$ cat config.mk
export PLATFORM = sky130hd
export DESIGN_NAME = frame_stack
export DESIGN_NICKNAME = d
export VERILOG_FILES = /design/src/rtl/frame_stack.sv
export SDC_FILE = /design/constraint.sdc
export NUM_CORES = 1
export LEC_CHECK = 0
export CAP_MARGIN = 40
export CORE_MARGIN = 2
export CORE_UTILIZATION = 40
export CTS_CLUSTER_SIZE = 8
export DETAILED_ROUTE_END_ITERATION = 7
export PLACE_DENSITY = 0.53
export SLEW_MARGIN = 0
export SYNTH_ARGS = -nofsm -noshare
export SYNTH_HDL_FRONTEND = slang
export SYNTH_SLANG_ARGS = --single-unit
export TNS_END_PERCENT = 50
$ cat constraint.sdc
create_clock -name clk -period 7 [get_ports clk]
set_input_delay 1.05 -clock clk [delete_from_list [all_inputs] [get_ports clk]]
set_output_delay 1.05 -clock clk [all_outputs]
set_load 0.05 [all_outputs]
$ cat src/rtl/frame_stack.sv
// frame_stack: LIFO data stack with hardware call frames.
// CALL opens a frame whose base becomes the pop/replace underflow limit;
// RETURN drops the whole frame in one cycle and restores the caller's base.
// Optional feature macro: FRAME_STACK_PEEK_EN (adds a registered peek port).
// Ports:
//   clk, reset       clock; synchronous active-low reset (priority over op)
//   op[2:0]          0 NONE, 1 PUSH, 2 POP, 3 REPLACE, 4 CALL, 5 RETURN
//   data[WIDTH]      value for PUSH / REPLACE
//   tos[WIDTH]       registered top-of-stack value
//   status[1:0]      0 NONE, 1 EMPTY, 2 UNDERFLOW, 3 OVERFLOW
//   index            current entry count, 0..2^DEPTH
//   frame_base       base index of the current frame
//   frame_count      number of open frames, 0..2^FDEPTH
//   peek_offset/peek_data/peek_valid (FRAME_STACK_PEEK_EN only)
module frame_stack #(
  parameter int unsigned WIDTH  = 8,
  parameter int unsigned DEPTH  = 4,
  parameter int unsigned FDEPTH = 2
) (
  input  logic              clk,
  input  logic              reset,
  input  logic [2:0]        op,
  input  logic [WIDTH-1:0]  data,
  output logic [WIDTH-1:0]  tos,
  output logic [1:0]        status,
  output logic [DEPTH:0]    index,
  output logic [DEPTH:0]    frame_base,
  output logic [FDEPTH:0]   frame_count
`ifdef FRAME_STACK_PEEK_EN
  ,
  input  logic [DEPTH-1:0]  peek_offset,
  output logic [WIDTH-1:0]  peek_data,
  output logic              peek_valid
`endif
);

  localparam int unsigned ENTRIES = 1 << DEPTH;
  localparam int unsigned FRAMES  = 1 << FDEPTH;

  localparam logic [2:0] OP_PUSH    = 3'd1;
  localparam logic [2:0] OP_POP     = 3'd2;
  localparam logic [2:0] OP_REPLACE = 3'd3;
  localparam logic [2:0] OP_CALL    = 3'd4;
  localparam logic [2:0] OP_RETURN  = 3'd5;

  localparam logic [1:0] ST_NONE  = 2'd0;
  localparam logic [1:0] ST_EMPTY = 2'd1;
  localparam logic [1:0] ST_UNDER = 2'd2;
  localparam logic [1:0] ST_OVER  = 2'd3;

  logic [WIDTH-1:0] mem [ENTRIES];
  logic [DEPTH:0]   fb  [FRAMES];

  logic [DEPTH:0]   index_n;
  logic [DEPTH:0]   base_n;
  logic [FDEPTH:0]  count_n;
  logic [WIDTH-1:0] tos_n;
  logic [1:0]       status_n;
  logic             err;
  logic [1:0]       err_code;
  logic             mem_we;
  logic [DEPTH-1:0] mem_waddr;
  logic             fb_we;

  // Address helpers; only used when the guarding condition holds, so wrap is harmless.
  logic [DEPTH-1:0]  top_addr;
  logic [DEPTH-1:0]  below_addr;
  logic [DEPTH-1:0]  base_top_addr;
  logic [FDEPTH-1:0] fb_waddr;
  logic [FDEPTH-1:0] fb_raddr;

  always_comb begin
    top_addr      = index[DEPTH-1:0] - DEPTH'(1);
    below_addr    = index[DEPTH-1:0] - DEPTH'(2);
    base_top_addr = frame_base[DEPTH-1:0] - DEPTH'(1);
    fb_waddr      = frame_count[FDEPTH-1:0];
    fb_raddr      = frame_count[FDEPTH-1:0] - FDEPTH'(1);
  end

  // Next-state decode for one op per cycle.
  always_comb begin
    index_n   = index;
    base_n    = frame_base;
    count_n   = frame_count;
    tos_n     = tos;
    err       = 1'b0;
    err_code  = ST_NONE;
    mem_we    = 1'b0;
    mem_waddr = index[DEPTH-1:0];
    fb_we     = 1'b0;
    case (op)
      OP_PUSH: begin
        if (index == (DEPTH+1)'(ENTRIES)) begin
          err      = 1'b1;
          err_code = ST_OVER;
        end else begin
          mem_we  = 1'b1;
          index_n = index + (DEPTH+1)'(1);
          tos_n   = data;
        end
      end
      OP_POP: begin
        if (index == frame_base) begin
          err      = 1'b1;
          err_code = ST_UNDER;
        end else begin
          index_n = index - (DEPTH+1)'(1);
          if (index >= (DEPTH+1)'(2)) tos_n = mem[below_addr];
        end
      end
      OP_REPLACE: begin
        if (index == frame_base) begin
          err      = 1'b1;
          err_code = ST_UNDER;
        end else begin
          mem_we    = 1'b1;
          mem_waddr = top_addr;
          tos_n     = data;
        end
      end
      OP_CALL: begin
        if (frame_count == (FDEPTH+1)'(FRAMES)) begin
          err      = 1'b1;
          err_code = ST_OVER;
        end else begin
          fb_we   = 1'b1;
          base_n  = index;
          count_n = frame_count + (FDEPTH+1)'(1);
        end
      end
      OP_RETURN: begin
        if (frame_count == '0) begin
          err      = 1'b1;
          err_code = ST_UNDER;
        end else begin
          index_n = frame_base;
          base_n  = fb[fb_raddr];
          count_n = frame_count - (FDEPTH+1)'(1);
          if (frame_base != '0) tos_n = mem[base_top_addr];
        end
      end
      default: ;
    endcase
    if (err)                   status_n = err_code;
    else if (index_n == base_n) status_n = ST_EMPTY;
    else                       status_n = ST_NONE;
  end

`ifdef FRAME_STACK_PEEK_EN
  logic [DEPTH-1:0] peek_addr;
  logic [WIDTH-1:0] peek_word;
  logic             peek_in_frame;

  // Peek tracks the post-op index; forward a same-cycle write to the peeked slot.
  always_comb begin
    peek_addr     = index_n[DEPTH-1:0] - DEPTH'(1) - peek_offset;
    peek_word     = (mem_we && (mem_waddr == peek_addr)) ? data : mem[peek_addr];
    peek_in_frame = {1'b0, index_n} >=
                    ({1'b0, base_n} + (DEPTH+2)'(1) + (DEPTH+2)'(peek_offset));
  end
`endif

  // Control/status registers.
  always_ff @(posedge clk) begin
    if (!reset) begin
      index       <= '0;
      frame_base  <= '0;
      frame_count <= '0;
      tos         <= '0;
      status      <= ST_EMPTY;
`ifdef FRAME_STACK_PEEK_EN
      peek_data   <= '0;
      peek_valid  <= 1'b0;
`endif
    end else begin
      index       <= index_n;
      frame_base  <= base_n;
      frame_count <= count_n;
      tos         <= tos_n;
      status      <= status_n;
`ifdef FRAME_STACK_PEEK_EN
      peek_data   <= peek_word;
      peek_valid  <= peek_in_frame;
`endif
    end
  end

  // Storage arrays are not reset; writes are suppressed while reset is held.
  always_ff @(posedge clk) begin
    if (reset && mem_we) mem[mem_waddr] <= data;
    if (reset && fb_we)  fb[fb_waddr]   <= frame_base;
  end

endmodule
==> metrics.md, run 1 <==
| Metric | Value |
|---|---|
| Leak pwr | `between 3 and 4 nW` |
| Worst Setup Path Type | `in2reg` |
| Hold Crit Depth | `2` |
| Synthesis-to-finish area growth | `14.2%` |
| Max-Cap Viols | `0` |
| Skew final | `0.0119 ns` |
| CTS tree | `yes` |
| Crit-path cells | `clkdlybuf4s50_1 > nand2b_1 > nor3_1 > nand3_1 > o21ai_0 > nand2_1 > nor2_1` |
| CTS Sinks | `between 150 and 200` |
| Ys flop type | `edfxtp_1` |
| Cell count after synthesis | `560` |
| Final Critical Period | `about 4.0 ns` |
| RePlAce Congestion | `0.909` |
| Post-route setup slack | `2.96 ns` |
| Ys async rst share | `0%` |
| YS warnings | `0` |
| Max VDD drop | `0.000158 V` |
| #FFs+latches synth | `171` |
| Die Area | `0.0228 mm^2` |
| First-pass GRT wire length | `about 37 mm` |
| Top post-synthesis cells by area | `edfxtp_1 (51%), mux4_2 (19%), dfxtp_1 (5.3%)` |
| Clock latency on the worst-skew pair | `roughly 0.44 ns` |
| Most common cell in the synthesized netlist | `edfxtp_1` |
| Drt pass-1 iters | `5` |
| CTS max path bufs | `2` |
| Setup Fix Bufs, Post-CTS | `0` |
| Commonest cells post-synth | `edfxtp_1 (148), mux4_2 (74), nor2_1 (31), nand2_1 (30)` |
| Clock slew at the register clock pins of the worst setup and hold paths | `0.07 ns` |
| TritonCTS Buffers | `17` |
| Netlist cell types | `56` |
| # hold bufs at CTS | `0` |
| FMAX | `248 MHz` |
| Worst Hold Class | `reg2reg` |
| Slew Limit Fails | `0` |
| Total I/O pin count | `36` |
| Mean area per synthesized cell | `between 15 and 20 um^2` |
| Final Hold Violating Endpoints | `0` |
| 1st-iter DRT viols | `533` |
| Final Non-Filler Cells | `approximately 880` |
| Syn_nets | `587` |
| Pre-CTS setup slack | `about 2.6 ns` |
| Yosys top cell area share | `between 50 and 60%` |
| # DRC | `0` |
| Kind of cell adding the most delay to the critical path | `simple AND/OR/NAND/NOR gates` |
| Core box area | `0.0212 mm^2` |
| Inserted Diodes | `0` |
| Largest net degree at the start of global routing | `48` |
| Critical-path top delay cell | `clkdlybuf4s50_1` |
| Status | `finished, final reports clean` |
| Die width | `151 um` |
| Post_cts resized | `0` |
| Final setup TNS | `0 ns` |
| Buffers & Inverters on Critical Path | `1` |
| Crit path arrival time | `4.10 ns` |
| Final Cycle Share | `57.7%` |
| Number of global-route vias before repair | `5285` |
| Vias/cell | `slightly above 6` |
| Slew HR | `35.9%` |
| Pwr dens | `roughly 260 mW/mm^2` |
| # setup viols final | `0` |
| Worst endpoint required time | `7.06 ns` |
| Least-Margin Pin Slew | `0.957 ns` |
| Number of synthesized flops with an enable pin | `approximately 150` |
| CP startpoint kind | `input pin` |
| Reg2Reg Depth | `9` |
| Die Span Y | `151 um` |
| # nets final | `618` |
| Initial antenna violation count | `0` |
| Root Buffer | `clkbuf_16` |
| Placed insts | `847` |
| CP max FO | `28` |
| Total power | `0.00254 W` |
| Crit path depth | `7` |
| Post-DR wirelength/cell | `28.5 um` |
| Routed via count | `5436` |
| Largest stage delay, worst path | `1.05 ns` |
| Final WL | `25.1 mm` |
| Initial Util | `40.9%` |
| # fillers | `between 1500 and 2000` |
| ANT nets after route | `0` |
| Site Rows | `53` |
| I/O Buffers | `35` |
| Sequential area share after synthesis | `56.7%` |
| Unrepaired setup endpoints after global routing | `no` |
| Layout cells sized above 1 | `22.5%` |
| Hpwl dp | `18.0 mm` |
| H-tree levels | `4` |
| Synth area leader | `edfxtp_1` |
| Gr usage total | `23.1%` |
| Syn Std Cell Area | `slightly below 0.009 mm^2` |
| Endpoint type of the worst setup path | `register` |
| GR Overflow Total | `0` |
-- state kept, by name, summed over array words and instances, names as in the netlist --
register,flops
frame_base,5
mem,128
frame_count,3
fb,20
tos,8
index,5
status,2
-- cell families after synthesis --
logic type	after synthesis	synth area share [%]
AO/OA/AOI/OAI	100	7.71
XOR/XNOR	18	2.00
adder cells (fa/ha/maj)	14	2.11
buffers and inverters	44	2.47
flip-flops	171	56.7
multiplexers	91	21.9
AND/OR/NAND/NOR	122	7.13
-- power breakdown --
group	total, W	switching (W)	internal (W)
registers	0.00115	0.0000297	0.00113
clock network	0.000919	0.000422	0.000497
logic	0.000470	0.000273	0.000197
-- worst register-to-register path, delay by kind of cell, from the launching register on --
family          cells  cell delay [ns]
simple gates        5             1.78
buf+inv             2             1.00
flops               1             0.31
fa+ha+maj           1             0.30
compound gates      1             0.11
-- cells in the final DEF, fill, tap and decap left out, types with 8 or more instances in the layout --
cell type	n
xnor2_1	8
and2_1	13
dfxtp_1	21
o211ai_1	8
a22oi_1	8
a221oi_1	10
clkdlybuf4s50_1	35
edfxtp_1	148
a21oi_1	23
mux4_2	74
o21ai_0	21
nor2b_1	13
mux2i_1	8
nor3_1	8
nor2_1	31
nand3_1	12
ha_1	13
clkbuf_16	17
nand2_1	30
-- metal layers --
metal,vias up,share of wire (%),track usage [%]
met3,25,6.4,4.16
met1,2806,42,32.2
met2,284,50,37.7
li1,2321,-,-
met5,-,0,0
met4,0,1.6,5.65
-- cell type report --
cell class | count | area (um^2) | area share, %
Timing Repair Buffer | 48 | 493 | 4.99
Inverter | 8 | 30.0 | 0.304
Clock buffer | 18 | 429 | 4.35
Tap cell | 275 | 344 | 3.48
Multi-Input combinational cell | 345 | 3540 | 35.8
Clock inverter | 14 | 135 | 1.37
Sequential cell | 171 | 4910 | 49.7
-- worst paths after layout --
path / slack, ns / start / endpoint
setup / recovery: 2.96 / op[0] / mem[13][3]
hold / removal: 0.58 / tos[3] / tos[3]
setup reg to reg: 3.12 / index[0] / mem[13][3]
hold reg to reg: 0.58 / tos[3] / tos[3]
-- metrics by stage --
stage / hold WS, ns / instance area (um^2) / utilization [%]
2_1_floorplan: 0.725 / 8650 / -
3_3_place_gp: 0.604 / 9210 / 43.5
3_5_place_dp: 0.578 / 9310 / 44.0
4_1_cts: 0.592 / 9880 / 46.7
5_1_grt: 0.637 / 9880 / 46.7
6_report: 0.583 / 9880 / 46.7
No activity file was read; power rests on OpenSTA's default activity.
==> run 2, diff against run 1 <==
--- a/config.mk
+++ b/config.mk
@@ -10,7 +10,7 @@
 export CORE_UTILIZATION = 40
 export CTS_CLUSTER_SIZE = 8
 export DETAILED_ROUTE_END_ITERATION = 7
-export PLACE_DENSITY = 0.53
+export PLACE_DENSITY = 0.56
 export SLEW_MARGIN = 0
 export SYNTH_ARGS = -nofsm -noshare
 export SYNTH_HDL_FRONTEND = slang
==> constraint.sdc (replaced) <==
create_clock -name clk -period 3.5 [get_ports clk]
set_input_delay 0.525 -clock clk [delete_from_list [all_inputs] [get_ports clk]]
set_output_delay 0.525 -clock clk [all_outputs]
set_load 0.05 [all_outputs]
==> run 2 against run 1 <==
Compared with the run above: die area did not move; global-route usage fell by 1.5 points; largest cell class unchanged; sequential power rose by 99%; critical path depth rose by 2; highest routed layer unchanged; clock-buffer cell count rose by 2; via count rose by 2.0%; total power rose by 100%.
==> metrics.md, run 2 (synthesis gave the netlist of run 1 again) <==
| Metric | Value |
|---|---|
| # DRC | `0` |
| Initial Util | `40.9%` |
| Site Rows | `53` |
| Initial antenna violation count | `0` |
| Die Area | `0.0228 mm^2` |
| Core box area | `0.0212 mm^2` |
| I/O Buffers | `35` |
| # setup viols final | `0` |
| 1st-iter DRT viols | `a little over 500` |
| Most frequent cells in the layout | `edfxtp_1 (148), mux4_2 (74), buf_4 (53), clkdlybuf4s50_1 (35), nor2_1 (31)` |
| Worst Hold Class | `reg2reg` |
| Die width | `151 um` |
| CTS Sinks | `~170` |
| Status | `finished, final reports clean` |
| CP max FO | `18` |
| Least-Margin Pin Slew | `around 0.91 ns` |
| Hpwl dp | `around 16 mm` |
| ANT nets after route | `0` |
| Kind of cell adding the most delay to the critical path | `simple AND/OR/NAND/NOR gates` |
| Worst Setup Path Type | `reg2reg` |
| RePlAce Congestion | `0.872` |
| Routed via count | `5544` |
| Crit-path cells | `xnor2_1 > and3_1 > nand2_1 > and3_1 > nand2b_1 > a2bb2oi_1 > o22a_1 > nor2_1 > buf_4` |
| Slew HR | `39.1%` |
| Max reg flops | `128` |
| Buffers & Inverters on Critical Path | `1` |
| FMAX | `between 300 and 400 MHz` |
| # hold bufs at CTS | `0` |
| Root Buffer | `clkbuf_16` |
| GR Overflow Total | `0` |
| Number of global-route vias before repair | `5571` |
| Die Span Y | `approximately 150 um` |
| Clock latency on the worst-skew pair | `0.43 ns` |
| Max-Cap Viols | `0` |
| # nets final | `660` |
| Inserted Diodes | `0` |
| Unrepaired setup endpoints after global routing | `no` |
| Worst endpoint required time | `3.64 ns` |
| Leak pwr | `3.30 nW` |
| Placed inst area | `0.00960 mm^2` |
| Final Critical Period | `3.01 ns` |
| H-tree levels | `4` |
| TritonCTS Buffers | `17` |
| Final Cycle Share | `between 80% and 90%` |
| Critical-path top delay cell | `dfxtp_2` |
| CTS tree | `yes` |
| Max VDD drop | `0.000328 V` |
| Largest reg by FF count | `mem` |
| Largest net degree at the start of global routing | `33` |
| Clock slew at the register clock pins of the worst setup and hold paths | `0.07 ns` |
| Skew final | `0.0108 ns` |
| Top Registers | `mem: 128 flops, fb: 20 flops, tos: 8 flops` |
| Final Hold Violating Endpoints | `0` |
| Most frequent CP cell | `and3_1` |
| Layout cells sized above 1 | `27.9%` |
| Total I/O pin count | `36` |
| Drt pass-1 iters | `5` |
| Final setup TNS | `0 ns` |
| CP startpoint kind | `register` |
| Crit path arrival time | `between 3 and 4 ns` |
| Setup Fix Bufs, Post-CTS | `0` |
| Most common cell after layout, fill and taps aside | `edfxtp_1` |
| Slew Limit Fails | `0` |
| Endpoint type of the worst setup path | `register` |
| Largest stage delay, worst path | `0.65 ns` |
| Synthesis-to-finish area growth | `17.9%` |
| Pwr dens | `508 mW/mm^2` |
| Post-DR wirelength/cell | `25.5 um` |
| Fin area | `0.0102 mm^2` |
| CTS max path bufs | `2` |
| Post_cts resized | `0` |
| Final WL | `23.5 mm` |
| Vias/cell | `6.02` |
| Gr usage total | `21.6%` |
| First-pass GRT wire length | `35.0 mm` |
[run 2: routing by layer]
metal	up-vias	global-route usage [%]	wire length, um
li1	2413	-	-
met1	2858	30.6	10500
met2	241	32.6	10800
met3	32	5.39	1600
met4	0	7.38	549
met5	-	0	0
[run 2: final cells by class]
cell class | instances | area (um^2)
sequential | 171 | 4910
inverter | 8 | 30.0
multi-input combinational | 345 | 3540
fill | 1778 | 11000
clock buffer | 20 | 457
clock inverter | 12 | 139
tap | 275 | 344
timing repair buffer | 90 | 779
[run 2: worst paths after layout]
path / startpoint / to / slack (ns) / depth (start not counted)
worst max-delay path: frame_base[0] / mem[11][7] / 0.49 / 9
worst min register to register: tos[1] / tos[1] / 0.57 / 2
worst max register to register: frame_base[0] / mem[11][7] / 0.49 / 9
worst min-delay path: tos[1] / tos[1] / 0.57 / 2
[run 2: per-stage QoR]
step	power, W	std cells	util, %	hold WS, ns	setup slack, ns
2_1_floorplan	0.00299	560	-	0.624	0.374
3_3_place_gp	0.00329	888	45.3	0.535	0.361
3_5_place_dp	0.00330	889	45.4	0.554	0.363
4_1_cts	0.00521	921	48.2	0.575	0.483
5_1_grt	0.00535	921	48.2	0.593	0.299
6_report	0.00518	921	48.2	0.571	0.486
[run 2: power breakdown]
part           switching [W]  internal [W]  total (W)
combinational       0.000555      0.000418   0.000973
sequential         0.0000357       0.00225    0.00229
clock               0.000825       0.00110    0.00192
total                0.00142       0.00377    0.00518
[run 2: worst register-to-register path, cell delays in order, from the launching register on]
cell and delay (ns):
dfxtp_2 0.65, xnor2_1 0.17, and3_1 0.23, nand2_1 0.19
and3_1 0.32, nand2b_1 0.13, a2bb2oi_1 0.16, o22a_1 0.25
nor2_1 0.37, buf_4 0.25
